## src/rtl/uart_event_framer.sv

```systemverilog
// Frames UART RX bytes into DVS events buffered in an FWFT FIFO, and serialises
// gesture reports and control-command responses onto a byte-wide TX interface.
module uart_event_framer #(
  parameter int unsigned COORD_BITS   = 9,
  parameter int unsigned TS_WIDTH     = 16,
  parameter int unsigned FIFO_DEPTH   = 8,
  parameter int unsigned CHECKSUM_EN  = 0,
  parameter int unsigned BYTE_TIMEOUT = 1200
) (
  input  logic                  clk,
  input  logic                  rst,
  input  logic [7:0]            rx_data,
  input  logic                  rx_valid,
  input  logic                  tx_busy,
  output logic [7:0]            tx_data,
  output logic                  tx_valid,
  output logic                  event_valid,
  input  logic                  event_ready,
  output logic [COORD_BITS-1:0] event_x,
  output logic [COORD_BITS-1:0] event_y,
  output logic                  event_polarity,
  output logic [TS_WIDTH-1:0]   event_ts,
  input  logic                  gesture_valid,
  input  logic [1:0]            gesture,
  input  logic [3:0]            gesture_confidence,
  input  logic [7:0]            status_in,
  output logic                  soft_rst_req,
  output logic [15:0]           drop_count,
  output logic [7:0]            err_count
);
  localparam int unsigned CB      = (COORD_BITS + 7) / 8;
  localparam int unsigned XW      = CB * 8;
  localparam int unsigned PKT_LEN = 2 * CB + 1 + CHECKSUM_EN;
  localparam int unsigned AW      = $clog2(FIFO_DEPTH);
  localparam logic [3:0]  IDX_Y    = 4'(CB);
  localparam logic [3:0]  IDX_POL  = 4'(2 * CB);
  localparam logic [3:0]  IDX_LAST = 4'(PKT_LEN - 1);
  localparam logic [31:0] TO_LAST  = (BYTE_TIMEOUT == 0) ? 32'd0 : 32'(BYTE_TIMEOUT - 1);

  typedef enum logic {StStart, StBody} rx_state_e;
  typedef enum logic [1:0] {TxIdle, TxLoad, TxIssue, TxWaitBusy} tx_state_e;

  rx_state_e             rx_st;
  logic [3:0]            idx;
  logic [31:0]           idle_cnt;
  logic [7:0]            chk;
  logic [XW-1:0]         x_acc, y_acc;
  logic                  pol_q;
  logic [TS_WIDTH-1:0]   ts_q;
  logic                  push_q, push_pol;
  logic [COORD_BITS-1:0] push_x, push_y;
  logic [TS_WIDTH-1:0]   push_ts;
  logic                  ctrl_pend, ctrl_take;

  // Control bytes only count in START, and are swallowed while one is pending.
  assign ctrl_take = rx_valid && (rx_st == StStart) && (rx_data >= 8'hFB) && !ctrl_pend;

  always_ff @(posedge clk) begin
    if (rst) begin
      rx_st        <= StStart;
      idx          <= '0;
      idle_cnt     <= '0;
      chk          <= '0;
      x_acc        <= '0;
      y_acc        <= '0;
      pol_q        <= 1'b0;
      ts_q         <= '0;
      push_q       <= 1'b0;
      push_pol     <= 1'b0;
      push_x       <= '0;
      push_y       <= '0;
      push_ts      <= '0;
      soft_rst_req <= 1'b0;
      err_count    <= '0;
    end else begin
      push_q       <= 1'b0;
      soft_rst_req <= ctrl_take && (rx_data == 8'hFC);
      ts_q         <= ts_q + TS_WIDTH'(1);
      if (rx_st == StStart) begin
        idle_cnt <= '0;
        if (rx_valid && rx_data < 8'hFB) begin
          rx_st <= StBody;
          idx   <= 4'd1;
          chk   <= rx_data;
          x_acc <= XW'(rx_data);
        end
      end else if (rx_valid) begin
        idle_cnt <= '0;
        idx      <= idx + 4'd1;
        chk      <= chk ^ rx_data;
        if (idx < IDX_Y) x_acc <= (x_acc << 8) | XW'(rx_data);
        else if (idx < IDX_POL) y_acc <= (y_acc << 8) | XW'(rx_data);
        if (idx == IDX_POL) pol_q <= rx_data[0];
        if (idx == IDX_LAST) begin
          rx_st <= StStart;
          if (CHECKSUM_EN == 0 || rx_data == chk) begin
            push_q   <= 1'b1;
            push_x   <= x_acc[COORD_BITS-1:0];
            push_y   <= y_acc[COORD_BITS-1:0];
            // Without a checksum the final byte is POL itself.
            push_pol <= (CHECKSUM_EN != 0) ? pol_q : rx_data[0];
            push_ts  <= ts_q;
          end else if (err_count != 8'hFF) begin
            err_count <= err_count + 8'd1;
          end
        end
      end else if (BYTE_TIMEOUT != 0) begin
        if (idle_cnt == TO_LAST) begin
          rx_st <= StStart;
          if (err_count != 8'hFF) err_count <= err_count + 8'd1;
        end else begin
          idle_cnt <= idle_cnt + 32'd1;
        end
      end
    end
  end

  logic [COORD_BITS-1:0] mem_x [FIFO_DEPTH];
  logic [COORD_BITS-1:0] mem_y [FIFO_DEPTH];
  logic                  mem_p [FIFO_DEPTH];
  logic [TS_WIDTH-1:0]   mem_t [FIFO_DEPTH];
  logic [AW-1:0]         wptr, rptr;
  logic [AW:0]           count;
  logic                  full, pop, do_push, drop;

  assign event_valid    = (count != '0);
  assign full           = (count == (AW + 1)'(FIFO_DEPTH));
  assign pop            = event_valid && event_ready;
  assign do_push        = push_q && (!full || pop);
  assign drop           = push_q && full && !pop;
  assign event_x        = event_valid ? mem_x[rptr] : '0;
  assign event_y        = event_valid ? mem_y[rptr] : '0;
  assign event_polarity = event_valid ? mem_p[rptr] : 1'b0;
  assign event_ts       = event_valid ? mem_t[rptr] : '0;

  always_ff @(posedge clk) begin
    if (rst) begin
      wptr       <= '0;
      rptr       <= '0;
      count      <= '0;
      drop_count <= '0;
    end else begin
      if (do_push) begin
        mem_x[wptr] <= push_x;
        mem_y[wptr] <= push_y;
        mem_p[wptr] <= push_pol;
        mem_t[wptr] <= push_ts;
        wptr        <= wptr + AW'(1);
      end
      if (pop) rptr <= rptr + AW'(1);
      if (do_push && !pop) count <= count + (AW + 1)'(1);
      else if (!do_push && pop) count <= count - (AW + 1)'(1);
      if (drop && drop_count != 16'hFFFF) drop_count <= drop_count + 16'd1;
    end
  end

  tx_state_e  tx_st;
  logic [1:0] byte_idx, g_q, sel_g;
  logic [3:0] c_q, sel_conf;
  logic       gesture_pend, sel_gest, last;
  logic [7:0] ctrl_code, sel_code, tx_byte;

  always_comb begin
    tx_byte = 8'h00;
    last    = 1'b1;
    if (sel_gest) begin
      tx_byte = (byte_idx == 2'd0) ? {4'hA, 2'b00, sel_g} : {sel_conf, 4'h0};
      last    = (byte_idx == 2'd1);
    end else begin
      case (sel_code)
        8'hFF: tx_byte = 8'h55;
        8'hFE: tx_byte = status_in;
        8'hFD: begin
          tx_byte = (byte_idx == 2'd0) ? 8'(COORD_BITS) : 8'(FIFO_DEPTH);
          last    = (byte_idx == 2'd1);
        end
        8'hFB: begin
          case (byte_idx)
            2'd0:    tx_byte = drop_count[15:8];
            2'd1:    tx_byte = drop_count[7:0];
            default: tx_byte = err_count;
          endcase
          last = (byte_idx == 2'd2);
        end
        default: ;
      endcase
    end
  end

  always_ff @(posedge clk) begin
    if (rst) begin
      tx_st        <= TxIdle;
      byte_idx     <= '0;
      sel_gest     <= 1'b0;
      sel_g        <= '0;
      sel_conf     <= '0;
      sel_code     <= '0;
      gesture_pend <= 1'b0;
      g_q          <= '0;
      c_q          <= '0;
      ctrl_pend    <= 1'b0;
      ctrl_code    <= '0;
      tx_data      <= '0;
      tx_valid     <= 1'b0;
    end else begin
      tx_valid <= 1'b0;
      case (tx_st)
        TxIdle: begin
          byte_idx <= '0;
          if (gesture_pend) begin
            sel_gest     <= 1'b1;
            sel_g        <= g_q;
            sel_conf     <= c_q;
            gesture_pend <= 1'b0;
            tx_st        <= TxLoad;
          end else if (ctrl_pend) begin
            sel_gest  <= 1'b0;
            sel_code  <= ctrl_code;
            ctrl_pend <= 1'b0;
            tx_st     <= TxLoad;
          end
        end
        TxLoad: tx_st <= TxIssue;
        TxIssue: begin
          if (!tx_busy) begin
            tx_data  <= tx_byte;
            tx_valid <= 1'b1;
            tx_st    <= last ? TxIdle : TxWaitBusy;
          end
        end
        default: begin
          if (tx_busy) begin
            byte_idx <= byte_idx + 2'd1;
            tx_st    <= TxIssue;
          end
        end
      endcase
      // New requests win over the clears above; a running sequence is never aborted.
      if (gesture_valid) begin
        gesture_pend <= 1'b1;
        g_q          <= gesture;
        c_q          <= gesture_confidence;
      end
      if (ctrl_take && rx_data != 8'hFC) begin
        ctrl_pend <= 1'b1;
        ctrl_code <= rx_data;
      end
    end
  end
endmodule

```

## config.mk

```make
export PLATFORM = sky130hd
export DESIGN_NAME = uart_event_framer
export DESIGN_NICKNAME = d
export VERILOG_FILES = /design/src/rtl/uart_event_framer.sv
export SDC_FILE = /design/constraint.sdc
export NUM_CORES = 1
export LEC_CHECK = 0
export ABC_CLOCK_PERIOD_IN_PS = 4000
export BUFFER_PORTS_ARGS = -buffer_cell sky130_fd_sc_hd__clkbuf_2
export CAP_MARGIN = 20
export CELL_PAD_IN_SITES_DETAIL_PLACEMENT = 1
export CELL_PAD_IN_SITES_GLOBAL_PLACEMENT = 1
export CORE_MARGIN = 2
export CORE_UTILIZATION = 30
export DETAILED_ROUTE_END_ITERATION = 16
export GPL_TIMING_DRIVEN = 0
export PLACE_DENSITY_LB_ADDON = 0.2
export SKIP_LAST_GASP = 1
export SYNTH_ARGS = -nofsm -noshare
export SYNTH_HDL_FRONTEND = slang
export SYNTH_SLANG_ARGS = --single-unit
```

## constraint.sdc

```tcl
create_clock -name clk -period 4 [get_ports clk]
set_input_delay 0.8 -clock clk [delete_from_list [all_inputs] [get_ports clk]]
set_output_delay 0.8 -clock clk [all_outputs]
set_load 0.05 [all_outputs]
```

# Word level (Yosys, flattened, before mapping)
# Memories as Yosys holds them, arrays and structs flattened. A register that Yosys moved wholly into a read port is not among the register bits.
# Cells that the tools add are included.
# word_totals
mem_bits_rw	280
reg_bits	186
elab_cells	174
input_bits	28
n_memories	4
out_inout_bits	70
# mem_list
memory	words	word_bits	read_ports	rd_ports_with_merged_regs	write_ports	line	rtl
mem_t	8	16	1	1	1	121	logic [TS_WIDTH-1:0] mem_t [FIFO_DEPTH];
mem_x	8	9	1	1	1	118	logic [COORD_BITS-1:0] mem_x [FIFO_DEPTH];
mem_y	8	9	1	1	1	119	logic [COORD_BITS-1:0] mem_y [FIFO_DEPTH];
mem_p	8	1	1	1	1	120	logic mem_p [FIFO_DEPTH];
# classes
n_bitwise	9
eq_ne	20
n_reduce_logical	44
magnitude_cmp	4
add_sub_neg	10
muxes	53
# ops
operator	n
$mux 9	6
$eq 8x8->1 const B	5
$add 16x1->16 const B	2
$add 32x1->32 const B	1
$eq 32x11->1 const B	1
$pmux 8 s4	1
$mux 3	8
$mux 1	20
$mux 4	5
$or 9x8->9	2
$mux 16	1
$mux 8	2
$ne 16x16->1 const B	1
$ne 8x8->1 const B	2
$pmux 8 s2	1
$logic_and 1x1->1	13
$mux 2	6
$reduce_and 2->1	6
$reduce_and 3->1	4
$reduce_bool 2->1	6
$add 4x1->4 const B	2
$add 8x1->8 const B	1
$ge 8x8->1 const B	1
$lt 8x8->1 const B	1
other kinds (23)	42

# Longest topological paths before layout
# logic_depth
word_depth	8
ltp_mapped	12
mapped_depth_nobuf	12

# Worst setup path before layout
# No wires, ideal clock.
# synth_timing
kind	input to register
start	input port rst
end	memory mem_p[0], enable pin
arrival_time_ns	3.895
required_ns	3.529
setup_slack_ns	-0.365
setup_ns	0.471
n_path_buf	2
path_stages	4
cell_sequence	clkbuf_1 clkbuf_1 or3_1 nor3_1
# synth_via
elab_chain_len	2
# synth_lines
element	line	rtl
start: declaration	11	input logic rst,
$mux 1	137	if (rst) begin
$mux 1 (implied by the code)	146	mem_p[wptr] <= push_pol;
end: declaration	120	
# No other way between the ends.

==> flow_summary.json <==
{
  "num_ports": 98,
  "synth_area_mm2": 0.0188,
  "setup_violations": 0,
  "post_route_cells_drive_above_1_share_pct": 18.2,
  "async_reset_ff_share_pct": 0,
  "synth_largest_type_area_fraction_pct": 44.7,
  "clk_pin_slew_worst_paths_ps": 60,
  "final.min_clock_period_ps": 3860,
  "clkLatencyLatePin_ps": 620,
  "maxSlewViolCount": 0,
  "layout.cells.non_filler": 2466,
  "power.leakage_nw": 7.57,
  "grt_util_all_layers_pct": 15.6,
  "power.share.sequential_pct": 42.0,
  "switching_share_pct": 30.1,
  "via_count_of_the_first_global_routing_pass": 12600,
  "kind_of_launch_point_of_the_worst_setup_path": "register",
  "min_period_over_period_pct": 96.6,
  "critPathKind": "reg2out",
  "synth-seq-cells": 469,
  "yosysMostFrequentCell": "sky130_fd_sc_hd__edfxtp_1",
  "fillerInstances": 6542,
  "power.switching_w": 0.00374,
  "fmax_ghz": 0.259,
  "ys_top_cells_by_count": "280 x sky130_fd_sc_hd__edfxtp_1, 189 x sky130_fd_sc_hd__dfxtp_1, 153 x sky130_fd_sc_hd__nor2_1",
  "cts-buffers-inserted": 52,
  "remaining_drc_errors": 0,
  "antenna_violating_nets_post_route": 0,
  "routed-via-count": 11900,
  "grt_pass1_wl_mm": 77.0,
  "total_die_area_mm2": 0.0647,
  "fp-row-count": 91,
  "multi_input_comb_area_mm2": 0.00628,
  "die_x_um": 254,
  "tightestPinTransition_ps": 982,
  "io_buffer_count": 95,
  "syn2layout_area_growth_pct": 19.5,
  "top_reg_cell_synth": "sky130_fd_sc_hd__edfxtp_1",
  "fin_skew_ps": 34.1,
  "max-cap-violations": 0,
  "relSlewSlack_pct": 34.3,
  "chipHeight_um": 254,
  "initial_utilization_pct": 30.4,
  "netlist_instances": 1426,
  "ir_drop_uv": 409,
  "grt_setup_unrepaired": "true",
  "critPathArrivalTime_ps": 3060,
  "floorplan.core_area_mm2": 0.0618,
  "fin_total_pwr_w": 0.0124,
  "hold-worst-slack_ps": 431,
  "netlist.top_cell.by_area": "sky130_fd_sc_hd__edfxtp_1",
  "synth_nets": 1471,
  "timing.final.hold_violations": 0,
  "post_cts_resized": 0,
  "power_frac_comb_pct": 18.8,
  "first_iter_violations": 526,
  "fin_ws_ps": 135,
  "worst_setup_path_end_kind": "output port",
  "overflow": 0,
  "grt_start_max_net_pins": 24,
  "path_max_fanout": 10,
  "synth_edf_count": 280,
  "drt_first_pass_iters": 4,
  "route.detailed.vias_per_inst": 4.81,
  "grt_antenna_before_repair": 2,
  "ys_seq_area_share_pct": 64.8,
  "routed_wl_mm": 49.2,
  "ys.warnings.count": 0,
  "cts_root_buf": "sky130_fd_sc_hd__clkbuf_16",
  "num-nets-final": 1631,
  "ctsLongestPathBuffers": 3,
  "largest_cells_by_area_after_synthesis": "sky130_fd_sc_hd__edfxtp_1 45%, sky130_fd_sc_hd__dfxtp_1 20%, sky130_fd_sc_hd__mux4_2 8.4%",
  "hp-class": "reg2reg",
  "post-cts-setup-buffer-count": 0,
  "synthesis.area_per_instance_um2": 13.2,
  "numClockSinks": 469,
  "yosys.cell_types.count": 62,
  "power-per-cell-area_mw_per_mm2": 553,
  "cell_internal_pwr_w": 0.00868,
  "ff_latch_area_mm2": 0.0122,
  "post_cts_hold_buffer_count": 0,
  "avgRoutedWirePerCell_um": 20.0,
  "status": "finished clean",
  "cp.required_ps": 3200,
  "cts_max_level": 2,
  "detailedPlace.worstSlack_ps": 379,
  "cts_tree": "done",
  "clock_power_share_pct": 39.1,
  "final_estimated_routing_congestion_in_global_placement": 0.773,
  "dp.cells": 2370,
  "place.detailed.hpwl_mm": 34.2
}
-- stage by stage --
step	TNS (ps)	instance area, µm²	util (%)
floorplan	0	18800	-
CTS	0	22500	36.3
global placement	-347090	20300	32.9
finish	0	22500	36.3
global route	-8.54	22500	36.3
detailed placement	0	20700	33.5
-- logic make-up after synthesis --
| family | synth area share [%] |
|---|---|
| AO/OA/AOI/OAI | 5.52 |
| XOR/XNOR | 2.24 |
| adder cells (fa/ha/maj) | 1.17 |
| buffers and inverters | 2.23 |
| flip-flops | 64.8 |
| multiplexers | 11.9 |
| AND/OR/NAND/NOR | 12.1 |
-- cells in the final DEF, fill, tap and decap left out, types with 5 or more instances in the layout --
cell type | Yosys | final
sky130_fd_sc_hd__a21oi_1 | 95 | 95
sky130_fd_sc_hd__a22o_1 | 5 | 5
sky130_fd_sc_hd__a31oi_1 | 6 | 6
sky130_fd_sc_hd__and2_1 | 5 | 5
sky130_fd_sc_hd__and3_1 | 5 | 5
sky130_fd_sc_hd__and4_1 | 11 | 11
sky130_fd_sc_hd__buf_1 | 5 | 7
sky130_fd_sc_hd__buf_16 | 0 | 8
sky130_fd_sc_hd__buf_2 | 14 | 14
sky130_fd_sc_hd__clkbuf_1 | 53 | 61
sky130_fd_sc_hd__clkbuf_16 | 0 | 52
sky130_fd_sc_hd__clkbuf_2 | 0 | 95
sky130_fd_sc_hd__clkbuf_8 | 0 | 11
sky130_fd_sc_hd__clkinv_2 | 0 | 8
sky130_fd_sc_hd__dfxtp_1 | 189 | 189
sky130_fd_sc_hd__edfxtp_1 | 280 | 280
sky130_fd_sc_hd__ha_1 | 16 | 16
sky130_fd_sc_hd__inv_1 | 27 | 27
sky130_fd_sc_hd__mux2i_1 | 64 | 64
sky130_fd_sc_hd__mux4_2 | 70 | 70
sky130_fd_sc_hd__nand2_1 | 137 | 137
sky130_fd_sc_hd__nand3_1 | 43 | 43
sky130_fd_sc_hd__nand4_1 | 20 | 20
sky130_fd_sc_hd__nor2_1 | 153 | 149
sky130_fd_sc_hd__nor2b_1 | 6 | 6
sky130_fd_sc_hd__nor3_1 | 26 | 22
sky130_fd_sc_hd__nor3b_1 | 6 | 6
sky130_fd_sc_hd__nor4_1 | 17 | 17
sky130_fd_sc_hd__o21ai_0 | 36 | 36
sky130_fd_sc_hd__o31ai_1 | 5 | 5
sky130_fd_sc_hd__or3_1 | 20 | 20
sky130_fd_sc_hd__or4_1 | 5 | 5
sky130_fd_sc_hd__xnor2_1 | 36 | 36
sky130_fd_sc_hd__xor2_1 | 12 | 12
-- power by group through the flow --
stage	sequential, W	clock (W)	combinational [W]
floorplan	0.00533	0	0.00165
global placement	0.00531	0	0.00238
detailed placement	0.00532	0	0.00240
CTS	0.00522	0.00499	0.00241
global route	0.00523	0.00517	0.00254
finish	0.00522	0.00486	0.00234
-- state kept, by name (all words and copies together) (netlist names), 3 cells and up, named ones only --
signal,count
push_x,9
idle_cnt,32
mem_y,72
mem_t,128
ts_q,16
tx_data,8
wptr,3
y_acc,9
x_acc,9
push_y,9
mem_p,8
sel_code,8
idx,4
sel_conf,4
c_q,4
count,4
mem_x,72
drop_count,16
err_count,8
rptr,3
ctrl_code,8
push_ts,16
-- critical path, stage by stage (launching register included) --
cell                       delay, ps
sky130_fd_sc_hd__dfxtp_1         310
sky130_fd_sc_hd__clkbuf_1        450
sky130_fd_sc_hd__clkbuf_1        670
sky130_fd_sc_hd__mux4_2          340
sky130_fd_sc_hd__mux2i_1          70
sky130_fd_sc_hd__nor2_1          280
sky130_fd_sc_hd__clkbuf_2        340
-- layout make-up --
cell class                      count  share of cell area, %
Multi-Input combinational cell    855                   27.9
Clock buffer                       75                   6.67
Tap cell                          837                   4.66
Clock inverter                     21                   1.15
Buffer                             74                   1.43
Antenna cell                        1                 0.0111
Timing Repair Buffer              107                   3.41
Sequential cell                   469                   54.3
Inverter                           27                  0.451
-- final timing paths --
path	start	end	slack (ps)	cells after the start
max	register	event_ts[4]	140	6
min	x_acc[4]	push_x[4]	430	2
max reg2reg	count[0]	count[3]	680	12
min reg2reg	x_acc[4]	push_x[4]	430	2
-- per-layer routing --
layer / part of all wire (%) / vias up / track usage, %
li1: - / 5629 / -
met1: 47 / 5970 / 21.1
met2: 48 / 187 / 26.3
met3: 4.1 / 66 / 2.32
met4: 1.8 / 4 / 3.80
met5: 0.061 / - / 0
Note: power is estimated with default switching activity, not from simulation.
